**src/rtl/pellet_eater.sv**
```systemverilog
// Pellet-eating controller: after reset, counts every pellet in a 32x32 pellet map,
// then serves eat requests one tile at a time and keeps score.
module pellet_eater #(
  parameter int unsigned PELLET_POINTS = 10
) (
  input  logic        clk,
  input  logic        reset,
  input  logic        req,
  input  logic [4:0]  req_x,
  input  logic [4:0]  req_y,
  output logic        busy,
  output logic [4:0]  mem_x,
  output logic [4:0]  mem_y,
  output logic        mem_clear,
  input  logic        mem_rd,
  output logic        eaten,
  output logic [15:0] score,
  output logic [10:0] remaining,
  output logic        level_clear
);

  typedef enum logic [2:0] {SCAN, IDLE, LOOKUP, CHECK, CLEAR} state_t;

  state_t      state;
  logic [10:0] scan_cnt;
  logic [16:0] score_sum;

  // One spare bit catches the carry so the score clamps instead of wrapping.
  assign score_sum = {1'b0, score} + 17'(PELLET_POINTS);

  // NOTE: every register here is written with <= so all of them update together on
  // the edge; synchronous reset sits first so it overrides any in-flight operation.
  always_ff @(posedge clk) begin
    if (reset) begin
      state       <= SCAN;
      scan_cnt    <= '0;
      busy        <= 1'b1;
      mem_x       <= '0;
      mem_y       <= '0;
      mem_clear   <= 1'b0;
      eaten       <= 1'b0;
      score       <= '0;
      remaining   <= '0;
      level_clear <= 1'b0;
    end else begin
      mem_clear   <= 1'b0;
      eaten       <= 1'b0;
      level_clear <= (state != SCAN) && (remaining == '0);
      case (state)
        SCAN: begin
          // Read data lags the address by one cycle, so cycle 0 has nothing to add.
          if (scan_cnt != '0) remaining <= remaining + {10'b0, mem_rd};
          if (scan_cnt == 11'd1024) begin
            state <= IDLE;
            busy  <= 1'b0;
          end else begin
            scan_cnt       <= scan_cnt + 11'd1;
            {mem_y, mem_x} <= scan_cnt[9:0] + 10'd1;
          end
        end
        IDLE: begin
          if (req) begin
            {mem_y, mem_x} <= {req_y, req_x};
            state          <= LOOKUP;
            busy           <= 1'b1;
          end
        end
        LOOKUP: state <= CHECK;
        CHECK: begin
          if (mem_rd) begin
            state     <= CLEAR;
            mem_clear <= 1'b1;
            eaten     <= 1'b1;
          end else begin
            state <= IDLE;
            busy  <= 1'b0;
          end
        end
        CLEAR: begin
          score <= score_sum[16] ? 16'hFFFF : score_sum[15:0];
          if (remaining != '0) remaining <= remaining - 11'd1;
          state <= IDLE;
          busy  <= 1'b0;
        end
        default: begin
          state <= IDLE;
          busy  <= 1'b0;
        end
      endcase
    end
  end

endmodule

```
**config.mk**
```make
export PLATFORM = sky130hd
export DESIGN_NAME = pellet_eater
export DESIGN_NICKNAME = d
export VERILOG_FILES = /design/src/rtl/pellet_eater.sv
export SDC_FILE = /design/constraint.sdc
export NUM_CORES = 1
export LEC_CHECK = 0
export CELL_PAD_IN_SITES_DETAIL_PLACEMENT = 1
export CELL_PAD_IN_SITES_GLOBAL_PLACEMENT = 1
export CORE_MARGIN = 5
export CORE_UTILIZATION = 39
export DETAILED_ROUTE_END_ITERATION = 12
export PLACE_DENSITY = 0.87
export SLEW_MARGIN = 20
export SYNTH_ARGS = -nofsm -noshare
export SYNTH_HDL_FRONTEND = slang
export SYNTH_SLANG_ARGS = --single-unit
```
**constraint.sdc**
```tcl
create_clock -name clk -period 3.7 [get_ports clk]
set_input_delay 0.74 -clock clk [delete_from_list [all_inputs] [get_ports clk]]
set_output_delay 0.74 -clock clk [all_outputs]
set_load 0.05 [all_outputs]
```
Word level (Yosys, flattened, before mapping)
Index checks and enable logic that the tools add are counted.
{"block": "totals", "inputBits": 14, "mem_count": 0, "ram_bits": 0, "latchBits": 0, "word_cells": 61, "mem_bits_ro": 0, "output_inout_bits": 41, "ff_bits": 54}
{"block": "op_classes", "n_shift": 0, "div": 0, "muxes": 19, "n_lt_le_gt_ge": 0, "multipliers": 0, "n_reduce_logical": 14, "n_eq_ne": 11, "n_addsub": 5, "n_bitwise": 3}
{"cell": "$mux 11", "count": 2}
{"cell": "$pmux 11 s2", "count": 1}
{"cell": "$reduce_bool 11->1", "count": 2}
{"cell": "$mux 5", "count": 4}
{"cell": "$pmux 5 s2", "count": 2}
{"cell": "$add 16x4->17 const B", "count": 1}
{"cell": "$mux 16", "count": 1}
{"cell": "$ne 2x2->1 const B", "count": 6}
{"cell": "$pmux 3 s4", "count": 1}
{"cell": "$add 11x1->11", "count": 1}
{"cell": "$add 11x1->11 const B", "count": 1}
{"cell": "$eq 11x11->1 const B", "count": 1}
{"cell": "$logic_not 11->1", "count": 1}
{"cell": "$sub 11x1->11 const B", "count": 1}
{"cell": "$add 10x1->10 const B", "count": 1}
{"cell": "$mux 3", "count": 3}
{"cell": "$eq 3x2->1 const B", "count": 2}
{"cell": "$reduce_and 3->1", "count": 2}
{"cell": "$mux 1", "count": 4}
{"cell": "$pmux 1 s4", "count": 1}
{"cell": "$reduce_and 2->1", "count": 2}
{"cell": "$reduce_and 4->1", "count": 1}
{"cell": "$reduce_bool 2->1", "count": 2}
{"cell": "$eq 3x1->1 const B", "count": 1}
{"cell": "6 further kinds", "count": 8}

Longest topological paths before layout
{"block": "logic_depth", "depth_word": 3, "depth_mapped": 12, "mapped_depth_nobuf": 10}

Least setup slack after synthesis
OpenSTA, ideal clock, no wires.
{"block": "synth_timing", "kind": "reg-to-reg", "startpoint": "reg state[0]", "endpoint": "reg remaining[10]", "setup_time_ns": 0.070, "path_stages_with_launch": 13, "synth_period_minus_slack_ns": 2.794, "required_time_ns": 3.630, "n_path_buf": 2, "setup_slack_ns": 0.906, "arrival_ns": 2.724, "cell_sequence": "dfxtp_1 -> buf_2 -> or3b_1 -> buf_2 -> nand2_1 -> inv_1 -> fa_1 -> nand3b_1 -> a21oi_1 -> o221ai_1 -> xnor2_1 -> a21o_1 -> a21oi_1"}
{"block": "synth_between", "elab_chain_cells": 3, "elab_cells_between_ends": 7, "classes_between": "eq/ne: 3; mux: 1; reduce/logical: 3"}
{"element": "start, declared", "line_no": "24", "rtl": "state_t state;"}
{"element": "start signal, assigned", "line_no": "35", "rtl": "state <= SCAN;"}
{"element": "start signal, assigned", "line_no": "54", "rtl": "state <= IDLE;"}
{"element": "start signal, assigned", "line_no": "64", "rtl": "state <= LOOKUP;"}
{"element": "$eq 3x3->1 or $logic_not 3->1 (tied branches)", "line_no": "49", "rtl": "case (state)"}
{"element": "$ne 2x2->1 (no line) or $reduce_bool 2->1 (tied branches)"}
{"element": "$reduce_and 3->1 (no line)"}
{"element": "end signal, assigned", "line_no": "52", "rtl": "if (scan_cnt != '0) remaining <= remaining + {10'b0, mem_rd};"}
{"element": "end signal, assigned", "line_no": "81", "rtl": "if (remaining != '0) remaining <= remaining - 11'd1;"}
{"element": "end, declared", "line_no": "18", "rtl": "output logic [10:0] remaining,"}
Parallel ways exist; a longest one is shown, timed or not.
A chain may end at the register's enable or synchronous reset.

Worst setup path in the final report
{"block": "layout_timing", "startpoint": "reg state[2]", "endpoint": "reg remaining[10]"}
The elaborated chain is that of the path after synthesis.

==> out/metrics.cfg <==
[outcome]
status=finished clean

[synth]
syn-instance-count=361
synth_most_common_cell=dfxtp_1
synthArstFlopShare_pct=0
yosysWarnings=0
ys_ff_latch=54
synth-seq-area-share_pct=36.42
synth_top_cell_by_area=dfxtp_1
syn-cell-area_um2=2968
ys_top_cells_by_area=dfxtp_1 (36%), ha_1 (6.3%), nor2_1 (6.3%)
synth_edf_count=0
syn_nets=391
synth_top_area_share_pct=36.42
ys.flop_type=dfxtp_1
synth_area_per_cell_um2=8.221
synth_cell_types=47
netlist_top_cells_count=dfxtp_1 (54), nor2_1 (50), nand2_1 (40), a21oi_1 (25), xnor2_1 (21)

[cts]
cts-hold-fix-buffers=0
cts-buffers-inserted=5
root_buffer=clkbuf_8
htreeDepth=2
cts_tree=built
clockBufferDepth=2
cts_resized=0
clk_latency_ns=0.31
postCtsSetupBuffers=0
clk_pin_slew_ns=0.10
cts_sinks=54

[global_route]
groute.usage.overall_pct=18.17
gr-total-overflow=0
antenna_found_initial=0
grt_pass1_vias=2887
grt_pass1_wl_mm=14.43
grt_max_degree=32

[critical_path]
crit_type=flop to flop
critical_path.cell_chain=or3b_1 > nand2_1 > inv_1 > fa_1 > nand3b_1 > a21oi_1 > o221ai_1 > xnor2_1 > nand3_1 > a21oi_1
crit_buf_inv=1
path_delay_family=simple AND/OR/NAND/NOR gates
cp.required_ns=3.95
crit_top_cell=a21oi_1
cpPeakStageDelay_ns=0.56
startpoint_type=flop
worstPathArrival_ns=3.65
crit_fanout=13
cp_slowest_cell=or3b_1
critPathCaptureType=flop

[timing]
min_period_ns=3.402
timing.final.ws_setup_ns=0.2981
finalMaxSlewViolations=0
whs_ns=0.4537
grt_setup_unrepaired=no
hold_viol_final=0
relSlewSlack_pct=50.83
max_freq_ghz=0.2940
setup_tns_ns=0
worstMarginPinSlew_ns=0.7371
setup_violations=0
fin_crit_sh_pct=91.94
fin_skew_ns=0.01090

[drt]
vias_per_cell=5.409
wl_per_cell_um=16.64
drt-pass1-iter-count=4
drc=0
drt_iter0_drc=101
ant_nets=0
drt_wl_total_mm=8.451
dr_total_vias=2748

[cells_and_area]
fillers=881
final_cell_area_um2=3667
fin_cells=508
drive_above_1_share_pct=3.912
area_growth_pct=23.57
diodes=0
layout.nets=438
utilization_pct=50.03

[floorplanning]
core_um2=7331
ios=55
die_h_um=97.24
start_util_pct=40.48
fp-row-count=31
dieArea_um2=9455
die_w_um=97.24

[job]
maxCapViolCount=0

[min_path]
hold_path_class=flop to flop

[power]
p_leak_nw=1.421
total_power_mw=2.243
power_density_nw_per_um2=611.5
ir_worst_vdd_mv=0.3683

[placement]
gp_congestion=0.8191
placedInstanceArea_um2=3572
port_buffers=54
post-place-ws_ns=0.2883
dp.cells=500
hpwl_mm=6.260

final timing paths:
path | startpoint | end | slack (ns) | cells past startpoint
max | state[2] | remaining[10] | 0.30 | 10
min | score[0] | score[0] | 0.45 | 2
max reg2reg | state[2] | remaining[10] | 0.30 | 10
min reg2reg | score[0] | score[0] | 0.45 | 2
per-layer routing:
metal / part of all wire, % / GRT usage (%)
met2: 51 / 32.70
met4: 1.7 / 5.431
met1: 44 / 21.75
met5: 0 / 0
met3: 3.1 / 3.589
state kept, by name, summed over array words and instances, names as in the netlist:
register,count
busy,1
state,3
remaining,11
score,16
mem_y,5
level_clear,1
scan_cnt,11
mem_x,5
eaten,1
tightest hold or removal path, cell delays in order (launching register included):
cell and delay [ns]:
dfxtp_1 0.32, inv_1 0.05, a21oi_1 0.05
where the power goes:
| group | switching [mW] | total [mW] | internal (mW) | leakage, nW |
|---|---|---|---|---|
| registers | 0.103 | 0.766 | 0.663 | 0.439 |
| logic | 0.694 | 1.12 | 0.429 | 0.935 |
| clock network | 0.202 | 0.353 | 0.151 | 0.0472 |
| total | 0.999 | 2.24 | 1.24 | 1.42 |
cell usage in the layout, fill, tap and decap left out, types with 11 or more instances in the layout:
master           netlist  layout
nand2_1               40      40
clkdlybuf4s50_1        0      53
nor2_1                50      50
xnor2_1               21      21
dfxtp_1               54      54
xor2_1                13      13
mux2i_1               11      11
inv_1                 11      11
o21ai_0               14      14
ha_1                  15      15
a21oi_1               25      25
nand3_1               11      11
layout make-up:
cell class | instances | area (µm²) | share of cell area, %
clock buffer | 6 | 82.58 | 2.252
clock inverter | 2 | 12.51 | 0.3412
inverter | 11 | 41.29 | 1.126
multi-input combinational | 279 | 1768 | 48.21
sequential | 54 | 1081 | 29.48
tap | 99 | 123.9 | 3.378
timing repair buffer | 57 | 558.0 | 15.22
logic make-up (layout without fill, tap and decap cells):
group,count (synthesis),after routing,share of synthesized area [%]
muxes,11,11,3.710
adders and majority gates,16,16,6.998
buffers and inverters,28,76,4.005
DFF,54,54,36.43
and+or+nand+nor,152,152,25.00
AOI/OAI and AO/OA,66,66,13.83
xor gates and xnor gates,34,34,10.03
Power figures use the tool's default switching activity.
